===== config.mk =====
export PLATFORM = sky130hd
export DESIGN_NAME = alu_operand_sequencer
export DESIGN_NICKNAME = d
export VERILOG_FILES = /design/src/rtl/alu_operand_sequencer.sv
export SDC_FILE = /design/constraint.sdc
export NUM_CORES = 1
export LEC_CHECK = 0
export ABC_AREA = 1
export CORE_AREA = 2 2 39 41
export CTS_CLUSTER_DIAMETER = 60
export DETAILED_ROUTE_END_ITERATION = 10
export DIE_AREA = 0 0 41 43
export MAX_ROUTING_LAYER = met4
export SETUP_SLACK_MARGIN = 0.05
export SYNTH_ARGS = -nofsm -noshare
export SYNTH_HDL_FRONTEND = slang
export SYNTH_SLANG_ARGS = --single-unit
export TNS_END_PERCENT = 5

===== constraint.sdc =====
create_clock -name clk -period 1.65 [get_ports clk]
set_clock_uncertainty 0.15 [all_clocks]
set_input_delay 0.33 -clock clk [delete_from_list [all_inputs] [get_ports clk]]
set_output_delay 0.33 -clock clk [all_outputs]
set_load 0.01 [all_outputs]

===== src/rtl/alu_operand_sequencer.sv =====
// alu_operand_sequencer
// Free-running Moore sequencer that feeds a fixed 7-entry operand/opcode
// program to a downstream add/subtract ALU. S0 is a reset-only idle state.
// After reset the sequence is S1..S7, and then it wraps back to S1.
// Outputs are a pure combinational decode of pstate. There is no output
// register, so A/B/OP move in the same cycle as the state.
module alu_operand_sequencer #(
   parameter int WIDTH = 7
) (
   input  logic             clk,
   input  logic             reset,
   output logic [WIDTH-1:0] A,
   output logic [WIDTH-1:0] B,
   output logic             OP
);

   typedef enum logic [2:0] {
      S0 = 3'b000,
      S1 = 3'b001,
      S2 = 3'b010,
      S3 = 3'b011,
      S4 = 3'b100,
      S5 = 3'b101,
      S6 = 3'b110,
      S7 = 3'b111
   } state_t;

   localparam logic OP_ADD = 1'b0;
   localparam logic OP_SUB = 1'b1;

   state_t pstate;
   state_t nstate;

   // State register; a synchronous reset parks the machine in idle S0
   always_ff @(posedge clk) begin
      if (reset) pstate <= S0;
      else       pstate <= nstate;
   end

   // Next state: a linear walk. S7 wraps to S1, so S0 is reachable only via reset
   always_comb begin
      nstate = S0;
      case (pstate)
         S0:      nstate = S1;
         S1:      nstate = S2;
         S2:      nstate = S3;
         S3:      nstate = S4;
         S4:      nstate = S5;
         S5:      nstate = S6;
         S6:      nstate = S7;
         S7:      nstate = S1;
         default: nstate = S0;
      endcase
   end

   // Moore output decode; each state sources one ALU corner case
   always_comb begin
      A  = '0;
      B  = '0;
      OP = OP_ADD;
      case (pstate)
         S0: begin                      // idle / clear
            A  = '0;
            B  = '0;
            OP = OP_ADD;
         end
         S1: begin                      // simple add
            A  = WIDTH'(5);
            B  = WIDTH'(3);
            OP = OP_ADD;
         end
         S2: begin                      // simple subtract
            A  = WIDTH'(5);
            B  = WIDTH'(3);
            OP = OP_SUB;
         end
         S3: begin                      // largest sum that still fits
            A  = WIDTH'(100);
            B  = WIDTH'(27);
            OP = OP_ADD;
         end
         S4: begin                      // add overflow
            A  = WIDTH'(127);
            B  = WIDTH'(1);
            OP = OP_ADD;
         end
         S5: begin                      // subtract underflow
            A  = '0;
            B  = WIDTH'(1);
            OP = OP_SUB;
         end
         S6: begin                      // subtract to zero
            A  = WIDTH'(127);
            B  = WIDTH'(127);
            OP = OP_SUB;
         end
         S7: begin                      // mid-range add
            A  = WIDTH'(64);
            B  = WIDTH'(63);
            OP = OP_ADD;
         end
         default: begin
            A  = '0;
            B  = '0;
            OP = OP_ADD;
         end
      endcase
   end

endmodule


# Word-level counts from Yosys, hierarchy flattened
# Memory sizes are Yosys's and may differ from the RTL's. A register that Yosys moved wholly into a read port is not among the register bits.
# Index checks and enable logic that the tools add are counted.
# Widths: inputs -> output; s select.
dict set report word_totals {
  romBits 144
  mem_count 2
  reg_bits 0
  out_inout_bits 15
}
# memory words width rd rd_clocked_by_memory_dff write_ports line
set memory_table {}
lappend memory_table {{(no name shown)} 8 15 1 0 0 61} ;# case (pstate)
lappend memory_table {{(no name shown)} 8 3 1 1 0 43} ;# case (pstate)

# Depth between registers and ports, before layout
# Gate-level depths: netlist of the first run.
# An unclocked memory read counts as a cell.
dict set report depth {
  ltp_word 1
  ltp_mapped 5
  mapped_depth_nobuf 5
}

# Least setup slack after synthesis of the first run
# Ideal clock, no wire load.
dict set report synth_timing {
  path_type {register -> output}
  from {register pstate[0]}
  to {output port A[3]}
  required_time_ns 1.170
  stages_incl_launch_ff 6
  setup_slack_ns 0.018
  n_path_buf 1
  arrival_ns 1.152
  path_cell_list {dfxtp_1 inv_1 ha_1 o21ai_2 inv_1 buf_4}
}
dict set report synth_via {
  elab_chain_cells 1
}
# item line
set synth_rtl {}
lappend synth_rtl {{start: declaration} 31} ;# state_t pstate;
lappend synth_rtl {{$mem_v2 8x15} --}
lappend synth_rtl {{end: declaration} 12} ;# output logic [WIDTH-1:0] A,
# Every way passes these cells.

# Worst setup path in the final report of the first run
dict set report layout_timing {
  from {register pstate[1]}
  to {output port A[0]}
}
# Same word-level chain as after synthesis.

==> tab_implementation.tex, run 1 <==
\begin{tabular}{lr}
\hline
Metric & Value \\
\hline
\multicolumn{2}{l}{\textbf{Finish}} \\
Post-route standard cell area excluding fillers & 587 µm² \\
Number of flip-flops in the largest register & 3 \\
Share of final-layout standard cells stronger than drive strength 1 & 0.691 \\
Area growth from synthesis to final layout & 80.4\% \\
Combined area of the multi-input logic cells & 251 µm² \\
Biggest register & pstate \\
Area taken by flip-flops and latches & 65.1 µm² \\
Final standard cell count with taps included and fillers excluded & 84 \\
Largest registers ranked by flip-flop count & pstate x3 \\
Layout Utilization & 0.424 \\
NumNets Final & between 70 and 80 \\
Total of fill cells in the finished design & between 100 and 150 \\
\# diodes & 0 \\
\multicolumn{2}{l}{\textbf{Critical path}} \\
Setup slack of the most critical reg-to-reg path & about 360 ps \\
Register-to-Register Path Depth & 7 \\
CP required & about 1200 ps \\
CP Launch Point & pstate[1] \\
End point of the critical path & A[0] \\
CP Cell Sequence & inv\_4 > ha\_4 > inv\_2 > o21ai\_1 > buf\_2 \\
Class of the most critical setup path & flop to output port \\
Max FO, Critical Path & 4 \\
Data arrival time of the critical path & 1220 ps \\
Delay of the slowest cell on the worst path & 370 ps \\
Max stage delay cell, worst path & dfxtp\_4 \\
Worst reg2reg path endpoint & pstate[0] \\
Worst setup SP type & flop \\
CP Capture Type & output port \\
Reg2reg start & pstate[1] \\
\multicolumn{2}{l}{\textbf{GRT}} \\
Total routing usage reported by global routing & 0.118 \\
Largest net degree at the start of global routing & 10 \\
Global-route wire length before repair & 1.33 mm \\
Global-route congestion overflow total & 0 \\
Global routing usage on met2 & 0.194 \\
Via count of the first global-routing pass & roughly 310 \\
Met3 track demand over resource in global routing & 0.0314 \\
Global-route met1 utilization & 0.122 \\
Antenna violations before repair & 0 \\
Global-route layer with the greatest usage & met2 \\
\multicolumn{2}{l}{\textbf{Synthesis}} \\
Netlist Area Pre-Place & 325 µm² \\
Net count after synthesis & 50 \\
FF+latch count, synth & 3 \\
Seq/Total Area, Yosys & 0.185 \\
Synthesized instance count & 42 \\
YS warnings & 0 \\
Post-synthesis area per instance & 7.75 µm² \\
Distinct cell type count after synthesis & 14 \\
\multicolumn{2}{l}{\textbf{Pwr}} \\
Pwr Density & 897 nW/µm² \\
Worst IR drop on VDD & 375 µV \\
Leakage power of the design & 0.319 nW \\
\multicolumn{2}{l}{\textbf{Timing}} \\
Peak clock frequency supported by timing & 0.588 GHz \\
Pin slew with the least headroom to its limit & 170 ps \\
Final number of hold-violating endpoints & 0 \\
Total of endpoints with negative setup slack in the final report & 6 \\
Setup Total Neg Slack & -99.9 ps \\
RSZ-0062 raised after global routing & yes \\
Minimum setup slack in the final design & -50.6 ps \\
Crit path time final & 1700 ps \\
Hold Slack & 474 ps \\
Count of final max-slew check failures & 0 \\
Final cycle utilization of the critical path & 1.03 \\
Relative slew margins & 0.886 \\
\multicolumn{2}{l}{\textbf{Route}} \\
Routed wirelength normalized by instance count & 10.1 µm \\
1st-pass router iterations & 4 \\
Via density per instance & around 4 \\
Via count of the routed design & 340 \\
Number of nets with antenna violations after detailed routing & 0 \\
Drt first-iter violations & 4 \\
Final routed DRC violation total & 0 \\
Drt total wl & 852 µm \\
\multicolumn{2}{l}{\textbf{CTS}} \\
Clk slew on worst S/H paths & around 40 ps \\
Deepest level of the CTS H-tree & 1 \\
Insertion delay of the later-clocked pin in the worst-skew pair & 230 ps \\
Cell at the root of the clock tree & clkbuf\_4 \\
Number of buffers inserted during clock tree synthesis & 3 \\
Sink count of the clock tree & 3 \\
Clock tree from TritonCTS & built \\
Post-CTS Hold Buffers & 0 \\
Clock buffer depth & 2 \\
\multicolumn{2}{l}{\textbf{Place}} \\
Weighted congestion reported at the end of routability-driven placement & 0.692 \\
Placed Instances & 79 \\
IO Port Bufs & 16 \\
Post-detailed-placement cell area & 552 µm² \\
Post-DP HPWL & $\sim$570 µm \\
\multicolumn{2}{l}{\textbf{Die}} \\
Die area & between 1500 and 2000 µm² \\
Die Ht & around 43 µm \\
Core region area & 1380 µm² \\
Initial core utilization & 0.235 \\
I/O Pins & 17 \\
Number of placement rows & 14 \\
Die X & 41 µm \\
\multicolumn{2}{l}{\textbf{Outcome}} \\
Run status & finished, violations left \\
Failing checks & negative setup slack \\
\multicolumn{2}{l}{\textbf{Min path}} \\
Worst min-delay path class & flop to flop \\
\multicolumn{2}{l}{\textbf{Flow run}} \\
Number of maximum-capacitance constraint violations & 0 \\
\hline
\end{tabular}
[critical path, delay by kind of cell, from the launching register on]
family / cells / cell delay [ps]
DFF: 1 / 370
adders and majority gates: 1 / 250
AOI/OAI and AO/OA: 1 / 120
buffers and inverters: 3 / 250
[where the power goes]
group / switching (mW) / internal (mW)
clock: 0.0370 / 0.0906
sequential: 0.0131 / 0.0852
combinational: 0.150 / 0.150
[cell usage in the layout, fill, tap and decap left out, types with 2 or more instances in the layout]
cell type,instances
buf_4,10
inv_1,5
nand2_1,6
nand2_4,2
ha_4,4
buf_2,12
a21oi_2,2
inv_4,2
ha_1,2
clkbuf_4,3
o21ai_1,2
nand2_2,2
clkbuf_2,3
[what timing repair did]
action | 4_1_cts | 5_1_grt
setup endpoints to repair | 15 | 14
pin swaps | 4 | 2
resized for setup | 70 | 5
setup buffers | 1 | 0
[cell usage after synthesis]
library cell / instances / share of area
a21oi_2: 2 / 0.054
buf_4: 4 / 0.092
buf_6: 1 / 0.035
dfxtp_1: 3 / 0.18
ha_1: 6 / 0.23
inv_1: 8 / 0.092
inv_6: 1 / 0.027
nand2_1: 8 / 0.092
nand2_4: 2 / 0.069
nor2_1: 1 / 0.012
o21a_1: 1 / 0.023
o21ai_0: 1 / 0.015
o21ai_1: 3 / 0.046
o21ai_2: 1 / 0.027
[worst min path at each step]
stage               slack, ps       from         to  depth (start not counted)
floorplan                 240      reset  pstate[0]                          1
global placement          470  pstate[2]  pstate[2]                          3
detailed placement        470  pstate[2]  pstate[0]                          3
CTS                       470  pstate[2]  pstate[0]                          3
global route              510  pstate[2]  pstate[0]                          3
finish                    470  pstate[2]  pstate[0]                          3
[logic make-up after synthesis]
kind of cell,count (synthesis),share of synthesized area
AOI/OAI and AO/OA,8,0.165
adders and majority gates,6,0.231
buffers and inverters,14,0.246
DFF,3,0.185
and+or+nand+nor,11,0.173
[final cells by class]
cell class / count / area share
multi-input combinational: 25 / 0.429
sequential: 3 / 0.111
inverter: 9 / 0.0746
timing repair buffer: 27 / 0.307
clock buffer: 4 / 0.0448
tap: 16 / 0.0341
[through the flow]
stage / power, mW / worst slack (ps)
detailed placement: 0.388 / -259
global route: 0.574 / -97.5
CTS: 0.530 / -49.3
finish: 0.526 / -50.6
floorplan: 0.224 / 54.7
global placement: 0.386 / -230
[metal layers]
| metal | vias to the layer above | wire, µm |
|---|---|---|
| met5 | - | 0 |
| met4 | 0 | 0 |
| met3 | 0 | 81 |
| met2 | 14 | 448 |
| met1 | 150 | 322 |
| li1 | 176 | - |
Note: power is estimated with default switching activity, not from simulation.
==> inputs of run 2 (changes only) <==
--- a/config.mk
+++ b/config.mk
@@ -7,7 +7,6 @@
 export LEC_CHECK = 0
 export ABC_AREA = 1
 export CORE_AREA = 2 2 39 41
-export CTS_CLUSTER_DIAMETER = 60
 export DETAILED_ROUTE_END_ITERATION = 10
 export DIE_AREA = 0 0 41 43
 export MAX_ROUTING_LAYER = met4
==> results of run 2 <==
Final layout, timing and power as in run 1 (identical DEF).
==> inputs of run 3 (changes only) <==
--- a/config.mk
+++ b/config.mk
@@ -6,12 +6,12 @@
 export NUM_CORES = 1
 export LEC_CHECK = 0
 export ABC_AREA = 1
+export CAP_MARGIN = 15
 export CORE_AREA = 2 2 39 41
 export DETAILED_ROUTE_END_ITERATION = 10
 export DIE_AREA = 0 0 41 43
 export MAX_ROUTING_LAYER = met4
-export SETUP_SLACK_MARGIN = 0.05
 export SYNTH_ARGS = -nofsm -noshare
 export SYNTH_HDL_FRONTEND = slang
 export SYNTH_SLANG_ARGS = --single-unit
-export TNS_END_PERCENT = 5
+export TNS_END_PERCENT = 1
==> run 3 against run 2 <==
  * The flow still finishes with violations (negative setup slack)
  * Flip-flop and latch count is the same
  * Non-clock buffer count is the same
  * Combinational power shrank 5%
  * Worst setup slack lost 46 ps
  * Global-route usage shrank 1.5 points
  * Final area grew 1.3%
  * Routed wire length shrank 4.7%
  * Via count shrank 2.6%
  * Die area is the same
  * Power shrank 2.1%
==> tab_implementation.tex, run 3 (synthesis results as in run 1) <==
\begin{tabular}{lr}
\hline
Metric & Value \\
\hline
\multicolumn{2}{l}{\textbf{Finish}} \\
Highest-count cells in the layout ignoring fill and taps & 9 x buf\_4, 8 x nand2\_1, 6 x buf\_2 \\
\# diodes & 0 (unchanged) \\
Largest registers ranked by flip-flop count & pstate x3 \\
Biggest register & pstate \\
NumNets Final & 77 (unchanged) \\
Number of flip-flops in the largest register & 3 (unchanged) \\
Share of final-layout standard cells stronger than drive strength 1 & 0.662 (-0.0294) \\
Leading cell type in the layout, fill and taps excluded & buf\_4 \\
Total of fill cells in the finished design & 149 (+0.68\%) \\
Combined area of the multi-input logic cells & 234 µm² (-7.0\%) \\
Area growth from synthesis to final layout & 82.7\% \\
Post-route standard cell area excluding fillers & 594 µm² (+1.3\%) \\
Area taken by flip-flops and latches & 66.3 µm² (+1.9\%) \\
\multicolumn{2}{l}{\textbf{Place}} \\
Weighted congestion reported at the end of routability-driven placement & 0.727 (+5.0\%) \\
Post-DP HPWL & 594 µm (+4.1\%) \\
Post-detailed-placement cell area & 544 µm² (-1.4\%) \\
IO Port Bufs & 16 (unchanged) \\
\multicolumn{2}{l}{\textbf{Critical path}} \\
CP Capture Type & output port \\
Worst setup SP type & flop \\
CP required & 1170 ps (about the same) \\
Data arrival time of the critical path & 1270 ps (+50 ps) \\
Class of the most critical setup path & flop to output port \\
Register-to-Register Path Depth & 5 (-2) \\
Max FO, Critical Path & 4 (unchanged) \\
\multicolumn{2}{l}{\textbf{Outcome}} \\
Failing checks & negative setup slack \\
Run status & finished, violations left \\
\multicolumn{2}{l}{\textbf{Timing}} \\
Hold Slack & 482 ps (+8.22 ps) \\
Relative slew margins & 0.895 (+0.00867) \\
RSZ-0062 raised after global routing & yes \\
Final number of hold-violating endpoints & 0 (unchanged) \\
Peak clock frequency supported by timing & 0.573 GHz (-2.6\%) \\
Setup Total Neg Slack & -546 ps (-446 ps) \\
Final cycle utilization of the critical path & 1.06 (+0.0280) \\
Count of final max-slew check failures & 0 (unchanged) \\
Pin slew with the least headroom to its limit & 157 ps (-13.0 ps) \\
Total of endpoints with negative setup slack in the final report & 8 (+2) \\
Crit path time final & 1750 ps (+46.1 ps) \\
Minimum setup slack in the final design & -96.7 ps (-46.1 ps) \\
\multicolumn{2}{l}{\textbf{GRT}} \\
Global-route wire length before repair & 1.16 mm (-13\%) \\
Total routing usage reported by global routing & 0.103 (-0.0154) \\
Largest net degree at the start of global routing & 10 (unchanged) \\
Via count of the first global-routing pass & 283 (-9.6\%) \\
Antenna violations before repair & 0 (unchanged) \\
Global-route congestion overflow total & 0 (unchanged) \\
\multicolumn{2}{l}{\textbf{Die}} \\
Die X & 41 µm (unchanged) \\
Die Ht & 43 µm (unchanged) \\
Initial core utilization & 0.235 (unchanged) \\
Number of placement rows & 14 (unchanged) \\
Core region area & 1380 µm² (unchanged) \\
Die area & 1760 µm² (unchanged) \\
I/O Pins & 17 (unchanged) \\
\multicolumn{2}{l}{\textbf{Route}} \\
Via count of the routed design & 331 (-2.6\%) \\
DR top layer & met3 \\
Via density per instance & 3.94 (-2.6\%) \\
Routed wirelength normalized by instance count & 9.67 µm (-4.7\%) \\
Met2 routed WL & 444 µm (-0.89\%) \\
Met1 routed wirelength after detailed routing & 286 µm (-11\%) \\
Drt first-iter violations & 5 (+1) \\
Drt total wl & 812 µm (-4.7\%) \\
Met3 wire len & 82 µm (+1.2\%) \\
Final routed DRC violation total & 0 (unchanged) \\
Number of nets with antenna violations after detailed routing & 0 (unchanged) \\
1st-pass router iterations & 4 (unchanged) \\
\multicolumn{2}{l}{\textbf{CTS}} \\
Clock tree from TritonCTS & built \\
Clk slew on worst S/H paths & 40 ps (about the same) \\
Post-CTS Hold Buffers & 0 (unchanged) \\
Cell at the root of the clock tree & clkbuf\_4 \\
Sink count of the clock tree & 3 (unchanged) \\
Deepest level of the CTS H-tree & 1 (unchanged) \\
Number of buffers inserted during clock tree synthesis & 3 (unchanged) \\
Clock buffer depth & 2 (unchanged) \\
Insertion delay of the later-clocked pin in the worst-skew pair & 230 ps (about the same) \\
\multicolumn{2}{l}{\textbf{Pwr}} \\
Worst IR drop on VDD & 523 µV (+40\%) \\
Pwr Density & 867 nW/µm² (-3.3\%) \\
Leakage power of the design & 0.315 nW (-1.1\%) \\
\multicolumn{2}{l}{\textbf{Min path}} \\
Worst Hold Path Cells & 3 (unchanged) \\
Worst min-delay path class & flop to flop \\
\multicolumn{2}{l}{\textbf{Flow run}} \\
Number of maximum-capacitance constraint violations & 0 (unchanged) \\
\hline
\end{tabular}
[run 3: changes by cell type in the layout (fill, tap and decap cells not counted), sizes merged]
cell,delta
buf,-3
clkbuf,+2
dlygate4sd2,+1
[run 3: worst paths after layout]
kind	start	end	slack, ps
hold / removal	pstate[2]	pstate[2]	480
setup / recovery	pstate[0]	A[2]	-100
setup reg to reg	pstate[1]	pstate[1]	470
hold reg to reg	pstate[2]	pstate[2]	480
[run 3: power breakdown]
part / switching [mW] / internal (mW) / leakage (nW) / total [mW]
registers: 0.0123 / 0.0856 / 0.0261 / 0.0979
logic: 0.142 / 0.145 / 0.274 / 0.287
clock network: 0.0393 / 0.0907 / 0.0150 / 0.130
[run 3: through the flow]
stage	std cells	worst slack [ps]	power [mW]	util
floorplan	42	18.3	0.223	-
global placement	78	-244	0.382	0.393
detailed placement	78	-267	0.385	0.393
CTS	84	-133	0.489	0.397
global route	84	-160	0.565	0.429
finish	84	-96.7	0.515	0.429
[run 3: layout make-up]
type / instances / area share
multi-input cells: 25 / 0.394
clock buffers: 4 / 0.0442
flip-flops and latches: 3 / 0.112
inverters: 9 / 0.0695
repair buffers: 27 / 0.347
well taps: 16 / 0.0337
[run 3: what timing repair did]
action,in CTS,in global routing
gates resized for setup,49,24
cloned,0,0
pin swaps,1,2
setup buffers,2,0
endpoints found under the setup margin,15,15
[run 3: per-layer routing]
metal,track usage,up-vias
met5,-,-
met1,0.109,141
met3,0.0628,0
met4,0.0400,0
met2,0.150,16
li1,-,174
[run 3: critical path, cell delays in order, from the launching register on]
cell and delay [ps]:
dfxtp_2 340, inv_4 60, ha_4 170, o21ai_4 160, buf_6 120, o21ai_1 50
buf_2 130
